**src/rtl/store_pkg.sv**
```systemverilog
// rtl/store_pkg.sv - shared types, funct3 codes and selector mapping for the store RMW controller
package store_pkg;

    typedef enum logic [2:0] {
        ST_IDLE  = 3'd0,
        ST_RD    = 3'd1,
        ST_MERGE = 3'd2,
        ST_WR    = 3'd3,
        ST_DONE  = 3'd4,
        ST_ERR   = 3'd5
    } state_t;

    typedef enum logic [1:0] {
        SEL_SD = 2'b00,
        SEL_SW = 2'b01,
        SEL_SH = 2'b10,
        SEL_SB = 2'b11
    } store_sel_t;

    localparam logic [2:0] F3_SB = 3'b000;
    localparam logic [2:0] F3_SH = 3'b001;
    localparam logic [2:0] F3_SW = 3'b010;
    localparam logic [2:0] F3_SD = 3'b011;

    function automatic store_sel_t funct3_to_sel(input logic [2:0] f3);
        case (f3)
            F3_SB:   return SEL_SB;
            F3_SH:   return SEL_SH;
            F3_SW:   return SEL_SW;
            default: return SEL_SD;
        endcase
    endfunction

endpackage

```
**src/rtl/store_merge_mux.sv**
```systemverilog
// rtl/store_merge_mux.sv - replaces the low bytes of a memory doubleword with new store data
module store_merge_mux
    import store_pkg::*;
#(
    parameter int DATA_W = 64
) (
    input  store_sel_t        sel,
    input  logic [DATA_W-1:0] new_data,
    input  logic [DATA_W-1:0] mem_data,
    output logic [DATA_W-1:0] merged
);

    logic [DATA_W-1:0] mask;

    always_comb begin
        case (sel)
            SEL_SB:  mask = DATA_W'(64'h0000_0000_0000_00FF);
            SEL_SH:  mask = DATA_W'(64'h0000_0000_0000_FFFF);
            SEL_SW:  mask = DATA_W'(64'h0000_0000_FFFF_FFFF);
            default: mask = '1;
        endcase
        merged = (mem_data & ~mask) | (new_data & mask);
    end

endmodule

```
**src/rtl/store_rmw_controller.sv**
```systemverilog
// rtl/store_rmw_controller.sv - sequences sb/sh/sw/sd as read-modify-write on a 64-bit data memory
module store_rmw_controller
    import store_pkg::*;
#(
    parameter int DATA_W       = 64,
    parameter int ADDR_W       = 64,
    parameter int TIMEOUT      = 255,
    parameter int SKIP_READ_SD = 1
) (
    input  logic              clk,
    input  logic              reset_n,
    input  logic              start,
    input  logic [2:0]        funct3,
    input  logic [ADDR_W-1:0] addr,
    input  logic [DATA_W-1:0] store_data,
    output logic              busy,
    output logic              done,
    output logic              error,
    output logic              mem_req,
    output logic              mem_we,
    output logic [ADDR_W-1:0] mem_addr,
    output logic [DATA_W-1:0] mem_wdata,
    input  logic [DATA_W-1:0] mem_rdata,
    input  logic              mem_ack
);

    localparam logic [ADDR_W-1:0] ALIGN_MASK = ~ADDR_W'(7);
    localparam logic [7:0]        TO_LAST    = 8'(TIMEOUT - 1);

    state_t            state, next_state;
    store_sel_t        sel_q;
    logic [DATA_W-1:0] data_q, rdata_q, merged;
    logic [7:0]        cnt;
    logic              accept, timed_out;
    logic              busy_d, done_d, error_d, req_d, we_d;

    assign accept    = (state == ST_IDLE) && start;
    assign timed_out = (cnt == TO_LAST);

    store_merge_mux #(.DATA_W(DATA_W)) u_merge (
        .sel      (sel_q),
        .new_data (data_q),
        .mem_data (rdata_q),
        .merged   (merged)
    );

    always_ff @(posedge clk or negedge reset_n) begin
        if (!reset_n) state <= ST_IDLE;
        else          state <= next_state;
    end

    always_comb begin
        next_state = state;
        case (state)
            ST_IDLE: begin
                if (start) begin
                    if (funct3[2])                                 next_state = ST_ERR;
                    else if (funct3 == F3_SD && SKIP_READ_SD != 0) next_state = ST_WR;
                    else                                           next_state = ST_RD;
                end
            end
            ST_RD: begin
                if (mem_ack)        next_state = ST_MERGE;
                else if (timed_out) next_state = ST_ERR;
            end
            ST_MERGE: next_state = ST_WR;
            ST_WR: begin
                if (mem_ack)        next_state = ST_DONE;
                else if (timed_out) next_state = ST_ERR;
            end
            default: next_state = ST_IDLE;
        endcase
    end

    // Outputs are decoded from next_state and registered, so they line up with the state they belong to.
    always_comb begin
        busy_d  = (next_state != ST_IDLE);
        done_d  = (next_state == ST_DONE);
        error_d = (next_state == ST_ERR);
        req_d   = (next_state == ST_RD) || (next_state == ST_WR);
        we_d    = (next_state == ST_WR);
    end

    always_ff @(posedge clk or negedge reset_n) begin
        if (!reset_n) begin
            busy      <= 1'b0;
            done      <= 1'b0;
            error     <= 1'b0;
            mem_req   <= 1'b0;
            mem_we    <= 1'b0;
            mem_addr  <= '0;
            mem_wdata <= '0;
            data_q    <= '0;
            rdata_q   <= '0;
            sel_q     <= SEL_SD;
            cnt       <= '0;
        end else begin
            busy    <= busy_d;
            done    <= done_d;
            error   <= error_d;
            mem_req <= req_d;
            mem_we  <= we_d;
            if (accept) begin
                mem_addr <= addr & ALIGN_MASK;
                data_q   <= store_data;
                sel_q    <= funct3_to_sel(funct3);
            end
            if (state == ST_RD && mem_ack) rdata_q <= mem_rdata;
            if (state == ST_MERGE)                     mem_wdata <= merged;
            else if (accept && next_state == ST_WR)    mem_wdata <= store_data;
            if (next_state != state)                   cnt <= '0;
            else if (state == ST_RD || state == ST_WR) cnt <= cnt + 8'd1;
        end
    end

endmodule
```
**config.mk**
```make
export PLATFORM = sky130hd
export DESIGN_NAME = store_rmw_controller
export DESIGN_NICKNAME = d
export VERILOG_FILES = /design/src/rtl/store_pkg.sv /design/src/rtl/store_merge_mux.sv /design/src/rtl/store_rmw_controller.sv
export SDC_FILE = /design/constraint.sdc
export NUM_CORES = 1
export LEC_CHECK = 0
export BUFFER_PORTS_ARGS = -buffer_cell sky130_fd_sc_hd__buf_2
export CAP_MARGIN = 20
export CORE_AREA = 2 2 156 158
export CTS_BUF_LIST = sky130_fd_sc_hd__clkbuf_16
export CTS_CLUSTER_DIAMETER = 150
export DETAILED_ROUTE_END_ITERATION = 12
export DIE_AREA = 0 0 158 160
export PLACE_DENSITY_LB_ADDON = 0.1
export SKIP_LAST_GASP = 1
export SYNTH_ARGS = -nofsm -noshare
export SYNTH_HDL_FRONTEND = slang
export SYNTH_SLANG_ARGS = --single-unit
```
**constraint.sdc**
```tcl
create_clock -name clk -period 5.9 [get_ports clk]
set_clock_uncertainty 0.2 [all_clocks]
set_input_delay 1.77 -clock clk [delete_from_list [all_inputs] [get_ports clk]]
set_output_delay 1.77 -clock clk [all_outputs]
set_load 0.005 [all_outputs]
```
Word-level counts from Yosys, hierarchy flattened
Cells that the tools add are included.

Memories kept: 0. RAM bits: 0. Logic and storage cells: 55. Bits in read-only memories: 0. Flip-flop bits (word level): 271. Output and inout bits: 133. Bits in latches: 0.

Div/mod/pow operators: 0. Equal/unequal tests: 15. Bitwise logic cells: 4. Add/subtract/negate cells: 1. Multiply operators: 0. Shift-type cells: 0. Reductions and logical operators: 10. Muxes and demuxes: 13. Magnitude comparators: 0.

Operators with widths (number): $pmux 64 s3 (1); $and 64x64->64 (2); $mux 64 (2); $not 64->64 (1); $or 64x64->64 (1); $mux 8 (2); $eq 3x2->1 const B (5); $mux 3 (5); $pmux 3 s4 (1); $eq 3x1->1 const B (3); $add 8x1->8 const B (1); $eq 8x8->1 const B (1); $eq 3x3->1 const B (2); $logic_not 3->1 (2); $pmux 2 s3 (1); $eq 2x2->1 const B (2); $reduce_bool 2->1 (2); $logic_and 1x1->1 (3); $ne 3x3->1 (1); $reduce_bool 3->1 (1); $eq 2x1->1 const B (1); $logic_or 1x1->1 (2); $mux 2 (1).

Logic depth before layout (Yosys ltp)
Word-level depth: 9. Gate-level depth with buffers: 9. Depth with buffers taken out: 6.

By module
A second synthesis with hierarchy kept.

Cell total of the unflattened synthesis: 1027. Area, all modules: 12229.2 um2.

Modules (own cells, without submodules): store_rmw_controller (instances 1, cells each 956, area each 11320.9 um2, seq. area each 6781.5 um2); store_merge_mux (instances 1, cells each 71, area each 908.4 um2, seq. area each 0.0 um2).

Least setup slack after synthesis
No wires, ideal clock.

Kind: in2reg. Start point: in start. End point: reg mem_wdata[0]. Library setup time: 0.127 ns. Arrival time: 3.513 ns. Path buffers: 3. Stages: 8. Slack: 2.059 ns. Required time: 5.573 ns. Cell sequence: or4b_1 clkbuf_1 nor3_2 nor4_1 nor4b_2 buf_4 buf_8 mux2_1.

Cells in the longest elaborated chain, start to end: 5.

Ends and longest elaborated chain: start, declared (line store_rmw_controller.sv:12) `input logic start,`; $mux 3 (line store_rmw_controller.sv:56) `if (start) begin`; $pmux 3 s4 (line store_rmw_controller.sv:54) `case (state)`; $eq 3x2->1 (line store_rmw_controller.sv:110) `else if (accept && next_state == ST_WR) mem_wdata <= store_data;`; $logic_and 1x1->1 * (line store_rmw_controller.sv:110); $reduce_bool 2->1 (no line) *; end signal, assigned (line store_rmw_controller.sv:109) `if (state == ST_MERGE) mem_wdata <= merged;`; end signal, assigned (line store_rmw_controller.sv:110); end, declared (line store_rmw_controller.sv:22) `output logic [DATA_W-1:0] mem_wdata,`.

Every way passes the cells marked *; elsewhere a longest branch is shown, timed or not. A chain may end at the register's enable or synchronous reset.

Worst setup path in the final report
Start point: in start. End point: reg mem_wdata[38].

The elaborated chain is that of the path after synthesis.

==> impl_results.md <==
* End of the worst hold path: mem_addr[48]$_DFFE_PN0P_
* Overall die area at roughly 25,000 um^2
* Number of I/O port buffers at 317
* Chip Height at ~160 um
* Length of the first detailed-routing pass in iterations at 5
* Violation count after the first detailed-route iteration at 434
* Number of global-route vias before repair at between 8,000 and 9,000
* Flop2flop setup slack at around 2.7 ns
* Global routing usage summed across all routing layers at between 20% and 30%
* Cell leakage power at around 0.0073 uW
* Average routed wire per standard cell at between 15 and 20 um
* Arrival time of the worst setup path at approximately 4.2 ns
* Post-synthesis to final-layout area growth at 23.9%
* Cts bufs inserted at 28
* H-tree lvl count at 1
* # hold bufs at CTS at 0
* Share of the clock period used by the worst path at 66.9%
* Final Setup Violations at 0
* Post-synth top cells: sky130_fd_sc_hd__nand2_1, sky130_fd_sc_hd__dfrtp_1, sky130_fd_sc_hd__mux2_2, sky130_fd_sc_hd__nor2_1, sky130_fd_sc_hd__mux2_1
* Worst setup margin at between 1.5 and 2 ns
* Gates resized, CTS repair at 0
* Actual slew at the worst max-slew pin at roughly 0.98 ns
* Setup total negative slack at 0 ns
* Synthesized flop and latch total at around 260
* Core outline area at approximately 24,000 um^2
* Yosys synthesis warning count at 0
* Layout Nets at between 1,500 and 2,000
* Worst setup timing slack at the placement stage at ~1.3 ns
* Maximum number of pins on one net before global-route repair at between 100 and 150
* Design internal power at around 4800 uW
* Worst hold path type: reg -> reg
* Routed wire length at between 20 and 30 mm
* Sequential cell area fraction in the yosys report at about three fifths
* Worst flop-to-flop path startpoint: state[0]$_DFF_PN0_
* Synth top area cells: sky130_fd_sc_hd__dfrtp_1, sky130_fd_sc_hd__nand2_1, sky130_fd_sc_hd__mux2_2, sky130_fd_sc_hd__mux2_1, sky130_fd_sc_hd__mux2i_1
* Post-CTS Repair Setup Buffers at 0
* Dominant register cell in the synthesized netlist: sky130_fd_sc_hd__dfrtp_1
* Final-report hold violation count at 0
* CTS tree: yes
* Number of buffers on the longest clock path at 3
* Clock-pin slew of the registers on the worst-case setup and hold paths at ~0.06 ns
* Gr ovfl total at 0
* Min-Delay Path Depth at 2
* Clock Root Buffer: sky130_fd_sc_hd__clkbuf_16
* Share of power burned in combinational logic at a little over a third
* Width of the die at about 160 um
* Status: complete, no violations
* Switch share at between 30 and 40%
* Number of cells on the worst reg-to-reg path at 6
* Global-route wire length before repair at between 40 and 50 mm
* HPWL after detailed placement at 17.3 mm
* Startpoint of the most critical hold path: mem_addr[48]$_DFFE_PN0P_
* RSZ-0062 raised after global routing: no
* Synth top area share at 58.6%
* Antenna-violating nets left at 0
* Start-to-end type of the worst setup path: in -> reg
* P_sw at around 2500 uW
* Cell accounting for the most synthesized area: sky130_fd_sc_hd__dfrtp_1
* # rows at 57
* Power density normalized to cell area at roughly 520 nW/um^2
* Kind of start point of the critical path: input pin
* Worst vdd ir at ~0.27 mV
* End-of-flow core utilization at between 50% and 60%
* Total number of clock tree sinks at between 200 and 300
* Data required time of the critical path at approximately 6.1 ns
* Via total after detailed routing at between 8,000 and 9,000
* Biggest fanout along the worst timing path at a little under 60
* Register share of total power at 42.5%
* Pins over their slew limit at 0
* I/O pins at roughly 330
* Routability cong. at around 0.73
* Post-DR vias/cell at 4.86
* Worst slew margin relative to its limit at a little over a third
* Dominant cell by count in the synthesized netlist: sky130_fd_sc_hd__nand2_1
* Post-synthesis average cell area at roughly 11 um^2
* Synth Instances at around 1,100
* Starting density of the core at ~47%
* Upper clock frequency limit at around 0.25 GHz
* FF-to-FF End: mem_wdata[38]$_DFFE_PN0P_
* Type of element capturing the critical path: flip-flop
* Area of the mapped netlist at around 11,000 um^2
* Final min period at 3.95 ns
* Clock network latency to the later pin of the worst-skew pair at between 0.5 and 0.6 ns
* Clock power frac at between 20% and 30%
* Fraction of synthesis flops using an asynchronous set or reset pin at 100%
* Share of post-route cells with drive strength above 1 at a little under a third
* Post-route DRC at 0
* Number of unique standard cell types used by synthesis at 39
* Count of flip-flops with a built-in enable after synthesis at 0
* Max cap viols at 0
* Number of antenna violations at the first check in global routing at 4
-- flip-flops by register name (all words and copies together) (netlist names), 2 cells and up --
signal	cells
cnt	8
data_q	64
mem_addr	61
mem_wdata	64
rdata_q	56
sel_q	2
state	3
-- worst max-delay path, stage by stage --
cell,delay [ns]
sky130_fd_sc_hd__buf_2,0.10
sky130_fd_sc_hd__or4b_4,0.75
sky130_fd_sc_hd__nor3_2,0.24
sky130_fd_sc_hd__nor4_1,0.13
sky130_fd_sc_hd__nor4b_4,0.37
sky130_fd_sc_hd__buf_12,0.38
sky130_fd_sc_hd__mux2_1,0.37
-- per-layer routing --
| layer | GRT usage, % | share of wire [%] | wire (um) |
|---|---|---|---|
| met1 | 28.5 | 43 | 11800 |
| met2 | 36.1 | 47 | 12800 |
| met3 | 5.75 | 7.3 | 2000 |
| met4 | 5.36 | 2.2 | 588 |
| met5 | 0 | 0.096 | 26 |
-- through the flow --
stage | hold slack (ns) | cell area (um^2) | total power (uW) | std cells
4_1_cts | 0.271 | 13900 | 7390 | 1705
5_1_grt | 0.288 | 13900 | 7860 | 1708
6_report | 0.268 | 13900 | 7290 | 1709
3_5_place_dp | 0.257 | 13100 | 5760 | 1655
3_3_place_gp | 0.252 | 13100 | 5670 | 1655
2_1_floorplan | 0.240 | 11200 | 4750 | 1068
-- layout make-up --
type                            instances  area, um^2
Fill cell                            2178        9900
Sequential cell                       263        6580
Multi-Input combinational cell        735        4350
Timing Repair Buffer                  330        1740
Clock buffer                           29         726
Tap cell                              324         405
Clock inverter                         21         105
Inverter                                4        15.0
Antenna cell                            3        7.51
-- power groups by stage --
stage                     registers (uW)  clock network (uW)  logic [uW]
after global routing                3210                1730        2930
after global placement              3090                   0        2570
final                               3100                1600        2580
after floorplan                     3080                   0        1670
after detailed placement            3120                   0        2640
after CTS                           3100                1650        2640
-- cells in the final DEF (no fill, tap or decap), types with 9 or more instances in the layout --
master	n
sky130_fd_sc_hd__clkinv_1	13
sky130_fd_sc_hd__mux2i_1	56
sky130_fd_sc_hd__mux2_2	68
sky130_fd_sc_hd__inv_1	11
sky130_fd_sc_hd__dfrtp_1	263
sky130_fd_sc_hd__buf_2	316
sky130_fd_sc_hd__nand2_1	384
sky130_fd_sc_hd__a21oi_1	57
sky130_fd_sc_hd__clkbuf_16	29
sky130_fd_sc_hd__mux2_1	60
sky130_fd_sc_hd__buf_4	9
sky130_fd_sc_hd__nor2_1	67
-- logic make-up (layout without fill, tap and decap cells) --
logic type | after synthesis | in the layout | share of synthesized area [%]
buffers and inverters | 70 | 384 | 3.14
and+or+nand+nor | 475 | 475 | 16.7
xor gates and xnor gates | 7 | 7 | 0.546
muxes | 184 | 184 | 17.8
AOI/OAI and AO/OA | 64 | 64 | 2.98
adders and majority gates | 2 | 2 | 0.223
other | 1 | 6 | 0.0334
DFF | 263 | 263 | 58.6
-- worst max path at each step --
stage,endpoint,slack (ns),start,cells past startpoint
2_1_floorplan,mem_wdata[0]$_DFFE_PN0P_,2.06,start,8
3_3_place_gp,mem_wdata[57]$_DFFE_PN0P_,1.35,start,7
3_5_place_dp,mem_wdata[38]$_DFFE_PN0P_,1.31,start,7
4_1_cts,mem_wdata[38]$_DFFE_PN0P_,1.86,start,7
5_1_grt,mem_wdata[38]$_DFFE_PN0P_,1.81,start,7
6_report,mem_wdata[38]$_DFFE_PN0P_,1.95,start,7
No activity file was read; power rests on OpenSTA's default activity.
